`config.mk`:
```
export PLATFORM = sky130hd
export DESIGN_NAME = unidade_busca
export DESIGN_NICKNAME = d
export VERILOG_FILES = /design/src/rtl/nrisc_pkg.sv /design/src/rtl/contador_pc.sv /design/src/rtl/unidade_busca.sv
export SDC_FILE = /design/constraint.sdc
export NUM_CORES = 1
export LEC_CHECK = 0
export ABC_CLOCK_PERIOD_IN_PS = 1700
export CORE_ASPECT_RATIO = 0.6
export CORE_UTILIZATION = 42
export CTS_BUF_LIST = sky130_fd_sc_hd__clkbuf_16
export DETAILED_ROUTE_END_ITERATION = 8
export GPL_ROUTABILITY_DRIVEN = 1
export PLACE_DENSITY = 0.72
export SLEW_MARGIN = 10
export SYNTH_ARGS = -nofsm -noshare
export SYNTH_HDL_FRONTEND = slang
export SYNTH_SLANG_ARGS = --single-unit
```
`constraint.sdc`:
```
create_clock -name Clock -period 1.7 [get_ports Clock]
set_input_delay 0.34 -clock Clock [delete_from_list [all_inputs] [get_ports Clock]]
set_output_delay 0.34 -clock Clock [all_outputs]
set_load 0.005 [all_outputs]
```
`src/rtl/nrisc_pkg.sv`:
```
`default_nettype none
// ============================================================================
// Module  : nrisc_pkg
// Purpose : Shared definitions for the 8-bit NRISC processor: fetch-stage
//           state encoding, instruction width and default reset PC.
// Revision: 1.0 - initial release
// ============================================================================
package nrisc_pkg;

    localparam int         LARGURA_INSTR     = 8;
    localparam logic [7:0] PC_INICIAL_PADRAO = 8'h00;

    typedef enum logic [2:0] {
        OCIOSO   = 3'd0,  // one cycle after reset release
        PEDINDO  = 3'd1,  // memory request outstanding
        DESCARTE = 3'd2,  // request outstanding, its data will be dropped
        ENTREGA  = 3'd3,  // instruction presented on Instr
        PARADO   = 3'd4   // halted
    } estado_busca_t;

    // A memory read is in flight in both request-holding states.
    function automatic logic em_pedido(input estado_busca_t e);
        return (e == PEDINDO) || (e == DESCARTE);
    endfunction

endpackage
`default_nettype wire

```
`src/rtl/contador_pc.sv`:
```
`default_nettype none
// ============================================================================
// Module  : contador_pc
// Purpose : Program counter register with asynchronous active-low reset,
//           increment enable and parallel load. Load wins over increment;
//           the increment wraps modulo 2^LARGURA.
// Ports   : clk      - clock
//           rst_n    - asynchronous active-low reset (loads VALOR_INICIAL)
//           i_inc    - increment by one
//           i_carga  - load i_valor
//           i_valor  - load value
//           o_pc     - current PC
// Revision: 1.0 - initial release
// ============================================================================
module contador_pc #(
    parameter int                 LARGURA       = 8,
    parameter logic [LARGURA-1:0] VALOR_INICIAL = '0
) (
    input  logic               clk,
    input  logic               rst_n,
    input  logic               i_inc,
    input  logic               i_carga,
    input  logic [LARGURA-1:0] i_valor,
    output logic [LARGURA-1:0] o_pc
);

    localparam logic [LARGURA-1:0] c_um = {{(LARGURA-1){1'b0}}, 1'b1};

    logic [LARGURA-1:0] r_pc;

    always_ff @(posedge clk or negedge rst_n) begin
        if (!rst_n) begin
            r_pc <= VALOR_INICIAL;
        end else if (i_carga) begin
            r_pc <= i_valor;
        end else if (i_inc) begin
            r_pc <= r_pc + c_um;
        end
    end

    assign o_pc = r_pc;

endmodule
`default_nettype wire

```
`src/rtl/unidade_busca.sv`:
```
`default_nettype none
// ============================================================================
// Module  : unidade_busca
// Purpose : NRISC instruction fetch stage. Owns the PC, fetches one 8-bit
//           instruction per request over a ready-based memory handshake,
//           holds it on Instr until consumed, and handles taken branches,
//           halt and downstream stall.
// Ports   : Clock, ResetN           - clock, async active-low reset
//           Halt, Stall             - halt request, downstream not ready
//           Desvio, EnderecoDesvio  - taken branch pulse and target
//           MemReq, MemEnd          - memory read request and address
//           MemDado, MemPronto      - memory read data and response
//           Instr, InstrValida      - fetched instruction and valid flag
//           PcInstr                 - address Instr was fetched from
//           Parado                  - stage halted
// Revision: 1.0 - initial release
// ============================================================================
module unidade_busca
    import nrisc_pkg::*;
#(
    parameter int                     LARGURA_END = 8,
    parameter logic [LARGURA_END-1:0] PC_INICIAL  = PC_INICIAL_PADRAO
) (
    input  logic                     Clock,
    input  logic                     ResetN,
    input  logic                     Halt,
    input  logic                     Stall,
    input  logic                     Desvio,
    input  logic [LARGURA_END-1:0]   EnderecoDesvio,
    output logic                     MemReq,
    output logic [LARGURA_END-1:0]   MemEnd,
    input  logic [LARGURA_INSTR-1:0] MemDado,
    input  logic                     MemPronto,
    output logic [LARGURA_INSTR-1:0] Instr,
    output logic                     InstrValida,
    output logic [LARGURA_END-1:0]   PcInstr,
    output logic                     Parado
);

    estado_busca_t            r_estado;
    estado_busca_t            w_prox_estado;
    logic [LARGURA_END-1:0]   w_pc;
    logic                     w_captura;
    logic [LARGURA_END-1:0]   r_end_pedido;
    logic [LARGURA_INSTR-1:0] r_instr;
    logic [LARGURA_END-1:0]   r_pc_instr;

    // A response is kept only when no branch arrives on the same edge.
    assign w_captura = (r_estado == PEDINDO) && MemPronto && !Desvio;

    contador_pc #(
        .LARGURA       (LARGURA_END),
        .VALOR_INICIAL (PC_INICIAL)
    ) u_contador_pc (
        .clk     (Clock),
        .rst_n   (ResetN),
        .i_inc   (w_captura),
        .i_carga (Desvio),
        .i_valor (EnderecoDesvio),
        .o_pc    (w_pc)
    );

    always_ff @(posedge Clock or negedge ResetN) begin
        if (!ResetN) begin
            r_estado <= OCIOSO;
        end else begin
            r_estado <= w_prox_estado;
        end
    end

    always_comb begin
        w_prox_estado = r_estado;
        case (r_estado)
            OCIOSO: begin
                w_prox_estado = Halt ? PARADO : PEDINDO;
            end
            PEDINDO: begin
                if (MemPronto) begin
                    // Branch on the completing edge: data dropped, refetch.
                    if (Desvio) begin
                        w_prox_estado = Halt ? PARADO : PEDINDO;
                    end else begin
                        w_prox_estado = ENTREGA;
                    end
                end else if (Desvio) begin
                    w_prox_estado = DESCARTE;
                end
            end
            DESCARTE: begin
                if (MemPronto) begin
                    w_prox_estado = Halt ? PARADO : PEDINDO;
                end
            end
            ENTREGA: begin
                if (Desvio) begin
                    w_prox_estado = PEDINDO;
                end else if (!Stall) begin
                    w_prox_estado = Halt ? PARADO : PEDINDO;
                end
            end
            PARADO: begin
                if (!Halt) begin
                    w_prox_estado = PEDINDO;
                end
            end
            default: begin
                w_prox_estado = OCIOSO;
            end
        endcase
    end

    // r_end_pedido tracks the address of the request in flight, so that the
    // address stays stable in DESCARTE even though the PC already holds the
    // branch target.
    always_ff @(posedge Clock or negedge ResetN) begin
        if (!ResetN) begin
            r_end_pedido <= PC_INICIAL;
            r_instr      <= '0;
            r_pc_instr   <= '0;
        end else begin
            if (r_estado == PEDINDO) begin
                r_end_pedido <= w_pc;
            end
            if (w_captura) begin
                r_instr    <= MemDado;
                r_pc_instr <= w_pc;
            end
        end
    end

    assign MemReq      = em_pedido(r_estado);
    assign MemEnd      = (r_estado == DESCARTE) ? r_end_pedido : w_pc;
    assign Instr       = r_instr;
    assign PcInstr     = r_pc_instr;
    assign InstrValida = (r_estado == ENTREGA);
    assign Parado      = (r_estado == PARADO);

endmodule
`default_nettype wire

```
After elaboration in Yosys (flattened, before gate mapping)
Cells that the tools add are included.
Operators by class
  reduce and logical (&&, ||, !) cells: 7
  add/subtract/negate cells: 1
  shifts and indexed selects: 0
  $lt $le $gt $ge: 0
  equal/unequal tests: 8
  $mul: 0
  muxes and demuxes: 12
  bitwise logic cells: 0
  divide/modulo/power cells: 0
Operators by type and width (count)
  3-bit two-way mux: 8
  8-bit two-way mux: 3
  3-bit one-hot mux with 5 select lines: 1
  8-bit by 1-bit adder with 8-bit output, second input constant: 1
  3-bit by 2-bit equality test with 1-bit output, second input constant: 2
  3-bit != test, second input constant: 2
  2-bit != test, second input constant: 2
  4-bit AND reduction: 1
  3-bit by 1-bit equality test with 1-bit output, second input constant: 1
  3-bit equality test, second input constant: 1
  3-bit logical NOT: 1
  1-bit logical AND: 2
  2-bit nonzero test: 1
  1-bit logical NOT: 1
  1-bit logical OR: 1
Storage, ports and cells
  memories: 0
  bits in latches: 0
  input port bits: 22
  bits in read-only memories: 0
  memory bits (writable): 0
  word-level logic and storage cells: 33
  output and inout bits: 27
  register bits: 35

Logic depth before layout (Yosys ltp)
Gate-level depths: netlist of the first run.
  depth after elaboration: 5
  depth in mapped cells: 6
  gate-level depth less buffers: 4

Modules after synthesis
From an unflattened synthesis of the first run, not the netlist that was laid out.
Second synthesis, totals
  cell total of the unflattened synthesis: 150
  area total of the unflattened synthesis: 1823.0 um2
By module, submodules not included
  unidade_busca: area each 1372.6 um2, times used 1, cells each 101, seq. area each 675.6 um2
  contador_pc: area each 450.4 um2, times used 1, cells each 49, seq. area each 200.2 um2

Worst setup path after synthesis of the first run
No wires, ideal clock.
  kind: reg-to-output
  start: register r_estado[0]
  end: output MemEnd[0]
  data arrival time: 1.422 ns
  cell stages (with the launch flop): 5
  required time: 1.360 ns
  path buffers: 1
  path slack: -0.062 ns
  cell sequence: dfrtp_1 -> buf_2 -> nand2b_1 -> nor2_1 -> mux2_2
On the way
  word-level cells in the longest chain between the ends: 2
Ends and longest elaborated chain
  start: declaration: RTL line unidade_busca.sv:40  | estado_busca_t r_estado;
  start signal: assignment: RTL line unidade_busca.sv:67  | r_estado <= w_prox_estado;
  3-bit by 2-bit equality test with 1-bit output: RTL line unidade_busca.sv:132  | assign MemEnd = (r_estado == DESCARTE) ? r_end_pedido : w_pc;
  8-bit two-way mux: RTL line unidade_busca.sv:132
  end: declaration: RTL line unidade_busca.sv:31  | output logic [LARGURA_END-1:0] MemEnd,
Every way passes these cells.

Worst setup path in the final report of the first run
  start: register r_estado[0]
  end: output MemEnd[4]
Same word-level chain as after synthesis.

==> metrics.yaml, run 1 <==
finish:
  layout.nets: 247
  final_cell_mix: "clkdlybuf4s50_1, dfrtp_1, mux2_4, buf_6, buf_4"
  syn_to_final_growth_pct: 66.1
  antenna_cells: 0
  final_core_util: 0.750
  layout_commonest_cell: "clkdlybuf4s50_1"
  final_layout_size_suffix_gt1_frac: 0.404
  layout.cells.non_filler: 272
  n_fill_cell: 247
  multi_input_area_um2: 948
  final-seq-area_um2: 876
logic_synthesis:
  syn_area_um2: 1710
  synth_edf_count: 0
  yosysTopAreaCellShare: 0.512
  ys_types: 35
  synth_nets: 170
  synth-main-ff-cell: "dfrtp_1"
  yosysWarnings: 0
  synth_top_area_cell: "dfrtp_1"
  synth_area_per_cell_um2: 11.6
  synth_seq_cells: 35
  ys_seq_area_frac: 0.512
  synth_area_leaders: "dfrtp_1, mux2_2, mux2_1, nand2_1, xor2_1"
  ys_async_sr_fraction: 1.00
  syn_inst: 147
power:
  peakVddDrop_uv: 902
  p_leak_nw: 1.28
  powerDensity_nw_per_um2: 1750
  power_mw: 4.97
cts:
  clk_latency_ps: 280
  numCtsBuffers: 5
  cts_sinks: 35
  cts.clk_slew.worst_paths_ps: 60
  cts-hold-fix-buffers: 0
  tritoncts: "done"
  cts.root.buffer_cell: "clkbuf_16"
  clock_path_buffers: 2
  htree_levels: 2
global_routing:
  grt_antenna_before_repair: 0
  grt_pass1_wl_um: 7730
  grt_pass1_vias: 1473
  grt_max_degree: 36
  grt_usage: 0.244
  grt_overflow: 0
sta:
  period_needed_ps: 1930
  tightest_slew_ps: 442
  fin_setup_tns_ps: -1840
  fin_skew_ps: 4.37
  setup_slack_ps: -226
  hold_viol_final: 0
  grt_setup_unrepaired: "true"
  fmax_ghz: 0.519
  max_slew_margin: 0.706
  finalSetupViolations: 18
  final_max_slew_viol_count: 0
  fin_crit_sh: 1.13
floorplan:
  die_x_um: 84.4
  die_area_um2: 4340
  start_util: 0.451
  core_area_um2: 3790
  die_h_um: 51.4
  io_pins: 49
  rows: 17
placed_design:
  gp_congestion: 0.898
  port_buffers: 48
  hpwl_um: 2910
  dp.cells: 256
min_path:
  hp-class: "in2async"
routing:
  ant_nets: 0
  wl_per_cell_um: 18.0
  drc_errors: 4
  drt-total-wl_um: 4900
  drtIter0Drc: 60
  dr.pass1.iters: 8
  num_vias: 1459
  via_per_inst: 5.36
worst_setup_path:
  cp_data_arrival_time_ps: 1590
  ff2ff_path_depth: 6
  crit_type: "reg2out"
  endpoint_kind: "output pin"
  cp-start-kind: "register"
  crit_fanout: 3
  critPathRequiredTime_ps: 1360
status:
  violations: "design-rule violations, negative setup slack"
  status: "finished with violations"
flow_run:
  cap_violations: 0
==> state kept, by name (all words and copies together), names as in the netlist <==
signal	count
PcInstr	8
r_end_pedido	8
u_contador_pc.o_pc	8
Instr	8
r_estado	3
==> layer usage <==
metal  vias up  wire [µm]  GRT usage
li1        672          -          -
met2        57       2350      0.410
met1       719       2200      0.318
met4         0         90     0.0904
met5         -          0          0
met3        11        265     0.0501
==> metrics by stage <==
| stage | instance area [µm²] | worst slack (ps) | hold WS, ps |
|---|---|---|---|
| floorplan | 1710 | 49.3 | 44.4 |
| global placement | 2380 | -267 | 467 |
| detailed placement | 2380 | -354 | 479 |
| CTS | 2690 | -227 | 491 |
| global route | 2840 | -259 | 508 |
| finish | 2840 | -226 | 479 |
==> path summary, 6_finish.rpt <==
check | startpoint | endpoint | slack [ps]
hold / removal | ResetN | PcInstr[3]$_DFFE_PN0P_ | 480
min in group Clock | PcInstr[2]$_DFFE_PN0P_ | PcInstr[2]$_DFFE_PN0P_ | 490
max in group asynchronous | ResetN | Instr[2]$_DFFE_PN0P_ | 910
setup / recovery | r_estado[0]$_DFFE_PN0P_ | MemEnd[4] | -230
hold reg to reg | PcInstr[2]$_DFFE_PN0P_ | PcInstr[2]$_DFFE_PN0P_ | 490
setup reg to reg | r_estado[1]$_DFFE_PN0P_ | u_contador_pc.o_pc[6]$_DFFE_PN0P_ | -100
==> where the power goes <==
| part | total (mW) | internal (mW) | switching [mW] |
|---|---|---|---|
| clock network | 1.04 | 0.691 | 0.354 |
| registers | 1.42 | 1.18 | 0.235 |
| logic | 2.51 | 1.60 | 0.915 |
==> Yosys cell counts, types with 2 or more instances <==
library cell,instances
dfrtp_1,35
mux2_2,21
nand2_1,13
mux2_1,11
a21oi_1,6
o21ai_1,6
nor2_1,5
o21ai_0,5
nand3_1,4
xor2_1,4
clkbuf_1,3
inv_1,3
nand2b_1,3
buf_2,2
buf_4,2
nor2b_1,2
nor3_1,2
or4_1,2
xnor2_1,2
==> cell type report <==
cell class / instances / share of cell area
inverters: 3 / 0.00397
clock inverters: 3 / 0.0154
clock buffers: 5 / 0.0441
flip-flops and latches: 35 / 0.309
repair buffers: 78 / 0.273
well taps: 47 / 0.0207
multi-input cells: 101 / 0.334
==> logic make-up (layout without fill, tap and decap cells) <==
kind of cell | count (synthesis) | after routing | share of synthesized area
AOI/OAI and AO/OA | 23 | 23 | 0.0754
xor gates and xnor gates | 6 | 6 | 0.0307
adders and majority gates | 1 | 1 | 0.00732
buffers and inverters | 11 | 89 | 0.0344
DFF | 35 | 35 | 0.512
muxes | 33 | 33 | 0.217
and+or+nand+nor | 38 | 38 | 0.123
==> repair_timing <==
action	4_1_cts	5_1_grt
resized for setup	71	35
pin swaps	4	7
cloned	0	0
endpoints found under the setup margin	34	40
setup buffers	5	4
==> worst max-delay path: stages, from the launching register on <==
cell      delay (ps)
dfrtp_1          380
nand2b_4         160
nor2_4           110
buf_6            130
buf_12           110
mux2_4           300
buf_6            120
(Power assumes the default switching activity.)
==> inputs of run 2 (changes only) <==
--- a/config.mk
+++ b/config.mk
@@ -5,12 +5,12 @@
 export SDC_FILE = /design/constraint.sdc
 export NUM_CORES = 1
 export LEC_CHECK = 0
-export ABC_CLOCK_PERIOD_IN_PS = 1700
 export CORE_ASPECT_RATIO = 0.6
 export CORE_UTILIZATION = 42
 export CTS_BUF_LIST = sky130_fd_sc_hd__clkbuf_16
 export DETAILED_ROUTE_END_ITERATION = 8
 export GPL_ROUTABILITY_DRIVEN = 1
+export GPL_TIMING_DRIVEN = 0
 export PLACE_DENSITY = 0.72
 export SLEW_MARGIN = 10
 export SYNTH_ARGS = -nofsm -noshare
==> run 2 against run 1 <==
The run still ends with design-rule violations, negative setup slack left. Routed wire length is 17% lower. Clock skew is 1.1 ps lower. Critical path depth is 1 lower. Die area stayed put. Total power is 11% lower. Maximum frequency is 1.8% higher. Hold slack worse by 340 ps. Critical endpoint is now MemEnd[7]. Highest routed layer unchanged.
==> metrics.yaml, run 2 (same netlist as run 1, synthesis figures left out) <==
global_routing:
  grt_pass1_wl_um: 6920  # -11%
  grt_pass1_vias: 1408  # -4.4%
  grt_usage: 0.213  # -0.0305
  grt_antenna_before_repair: 0  # unchanged
  grt_overflow: 0  # unchanged
  grt_max_degree: 36  # unchanged
sta:
  tightest_slew_ps: 775  # +333 ps
  fmax_ghz: 0.528  # +1.8%
  final_max_slew_viol_count: 0  # unchanged
  grt_setup_unrepaired: "true"
  fin_crit_sh: 1.11  # -0.0197
  setup_slack_ps: -192  # +33.4 ps
  max_slew_margin: 0.483  # -0.222
  hold_viol_final: 0  # unchanged
  fin_skew_ps: 3.32  # -1.05 ps
  period_needed_ps: 1890  # -33.4 ps
  finalSetupViolations: 10  # -8
power:
  switching_share: 0.301  # -0.000996
  power_mw: 4.43  # -11%
  p_switching_mw: 1.34  # -11%
  p_comb_frac: 0.453  # -0.052
  p_seq_frac: 0.319  # +0.034
  p_leak_nw: 1.12  # -13%
  internal-power_mw: 3.10  # -11%
  peakVddDrop_uv: 1100  # +22%
  powerDensity_nw_per_um2: 1710  # -2.6%
  clkPwrFrac: 0.228  # +0.018
routing:
  top_layer_used: "met4"
  drt-total-wl_um: 4070  # -17%
  ant_nets: 0  # unchanged
  drc_errors: 4  # unchanged
  wl_met1_um: 1800  # -18%
  dr.pass1.iters: 9  # +1
  num_vias: 1385  # -5.1%
  drtIter0Drc: 52  # -13%
  wl_per_cell_um: 15.8  # -12%
  via_per_inst: 5.39  # +0.47%
  met3WireLength_um: 261  # -1.5%
  dr_wl_met2_um: 1910  # -18%
worst_setup_path:
  cp_data_arrival_time_ps: 1550  # -40 ps
  crit_end: "MemEnd[7]"
  crit_type: "reg2out"
  critPathMaxStageDelay_ps: 420  # +40 ps
  crit_chain: "nand2b_4 > nor2_4 > buf_12 > mux2_4 > buf_6"
  ff2ff_path_depth: 7  # +1
  crit_cells: 5  # -1
  critPathRequiredTime_ps: 1360  # about the same
  r2r_start: "r_estado[1]$_DFFE_PN0P_"
  r2r-end: "u_contador_pc.o_pc[6]$_DFFE_PN0P_"
  cp-start-kind: "register"
  cp_top_family: "flip-flops"
  cp_slowest_cell: "dfrtp_2"
  crit_fanout: 6  # +3
  ff2ff_setup_slack_ps: -60  # +40 ps
  path_buf_inv: 2  # -1
  endpoint_kind: "output pin"
  cp-startpoint: "r_estado[0]$_DFFE_PN0P_"
min_path:
  hp-class: "in2async"
placed_design:
  gp_congestion: 0.899  # +0.12%
  port_buffers: 47  # -2.1%
  hpwl_um: 2780  # -4.6%
floorplan:
  die_x_um: 84.4  # unchanged
  io_pins: 49  # unchanged
  start_util: 0.451  # unchanged
  rows: 17  # unchanged
  core_area_um2: 3790  # unchanged
  die_area_um2: 4340  # unchanged
  die_h_um: 51.4  # unchanged
cts:
  cts.root.buffer_cell: "clkbuf_16"
  clock_path_buffers: 2  # unchanged
  tritoncts: "done"
  cts-hold-fix-buffers: 0  # unchanged
  cts.clk_slew.worst_paths_ps: 50  # about the same
  htree_levels: 2  # unchanged
  clk_latency_ps: 280  # about the same
  cts_sinks: 35  # unchanged
  numCtsBuffers: 5  # unchanged
finish:
  syn_to_final_growth_pct: 52.0
  final_core_util: 0.686  # -0.0635
  final_layout_size_suffix_gt1_frac: 0.295  # -0.109
  antenna_cells: 0  # unchanged
  layout.nets: 232  # -6.1%
  final_cell_mix: "dfrtp_1, clkdlybuf4s50_1, buf_6, nand2_1, mux2_2"
status:
  status: "finished with violations"
  violations: "design-rule violations, negative setup slack"
flow_run:
  cap_violations: 0  # unchanged
-- run 2: changes by cell type in the layout (fill, tap and decap cells not counted), moves of 2 or more --
cell,previous run,this run
buf_4,15,5
buf_6,20,15
clkbuf_1,0,3
clkdlybuf4s50_1,37,34
dlygate4sd2_1,0,2
mux2_1,2,11
mux2_2,4,13
mux2_4,26,8
o21ai_0,3,5
-- run 2: worst min-delay path by stage --
stage               cells past startpoint                  from                          end
floorplan                               0                ResetN         Instr[0]$_DFFE_PN0P_
CTS                                     1                ResetN  r_end_pedido[3]$_DFFE_PN0P_
finish                                  1                ResetN  r_end_pedido[3]$_DFFE_PN0P_
detailed placement                      1                ResetN  r_end_pedido[3]$_DFFE_PN0P_
global route                            1                ResetN       PcInstr[4]$_DFFE_PN0P_
global placement                        1  Instr[3]$_DFFE_PN0P_         Instr[3]$_DFFE_PN0P_
-- run 2: metrics by stage --
step | worst slack, ps | TNS [ps] | hold slack (ps) | cells | area (µm²)
floorplan | 49.3 | 0 | 44.4 | 147 | 1710
global placement | -674 | -30730 | 466 | 241 | 2240
detailed placement | -661 | -15780 | 462 | 241 | 2240
CTS | -195 | -1470 | 170 | 255 | 2560
global route | -233 | -2030 | 217 | 257 | 2600
finish | -192 | -1560 | 137 | 257 | 2600
-- run 2: layout make-up --
type | count | area, µm²
plain buffers | 7 | 52.6
flip-flops and latches | 35 | 877
repair buffers | 56 | 558
clock buffers | 5 | 125
well taps | 47 | 58.8
clock inverters | 3 | 38.8
inverters | 3 | 11.3
multi-input cells | 101 | 877
fillers | 279 | 1190
-- run 2: timing repair --
item / in CTS / in global routing
buffers inserted: 7 / 2
hold endpoints to repair: 0 / 0
resized for setup: 69 / 9
pin swaps: 2 / 1
setup endpoints to repair: 37 / 13
-- run 2: power by group through the flow --
stage / clock network (mW) / logic (mW) / registers [mW]
finish: 1.01 / 2.01 / 1.41
global route: 1.08 / 2.15 / 1.46
CTS: 1.02 / 1.94 / 1.41
detailed placement: 0 / 1.66 / 1.40
global placement: 0 / 1.60 / 1.36
floorplan: 0 / 0.855 / 1.37
-- run 2: metal layers --
layer,global-route usage,vias to the layer above
met4,0.0876,0
met3,0.0662,9
li1,-,645
met2,0.344,46
met1,0.271,685
met5,0,-
-- run 2: worst register-to-register path, stage by stage (launching register included) --
cell	delay (ps)
dfrtp_1	400
buf_6	120
buf_6	100
and4bb_1	250
buf_6	140
nand4_4	120
or4_1	480
nand3_1	90
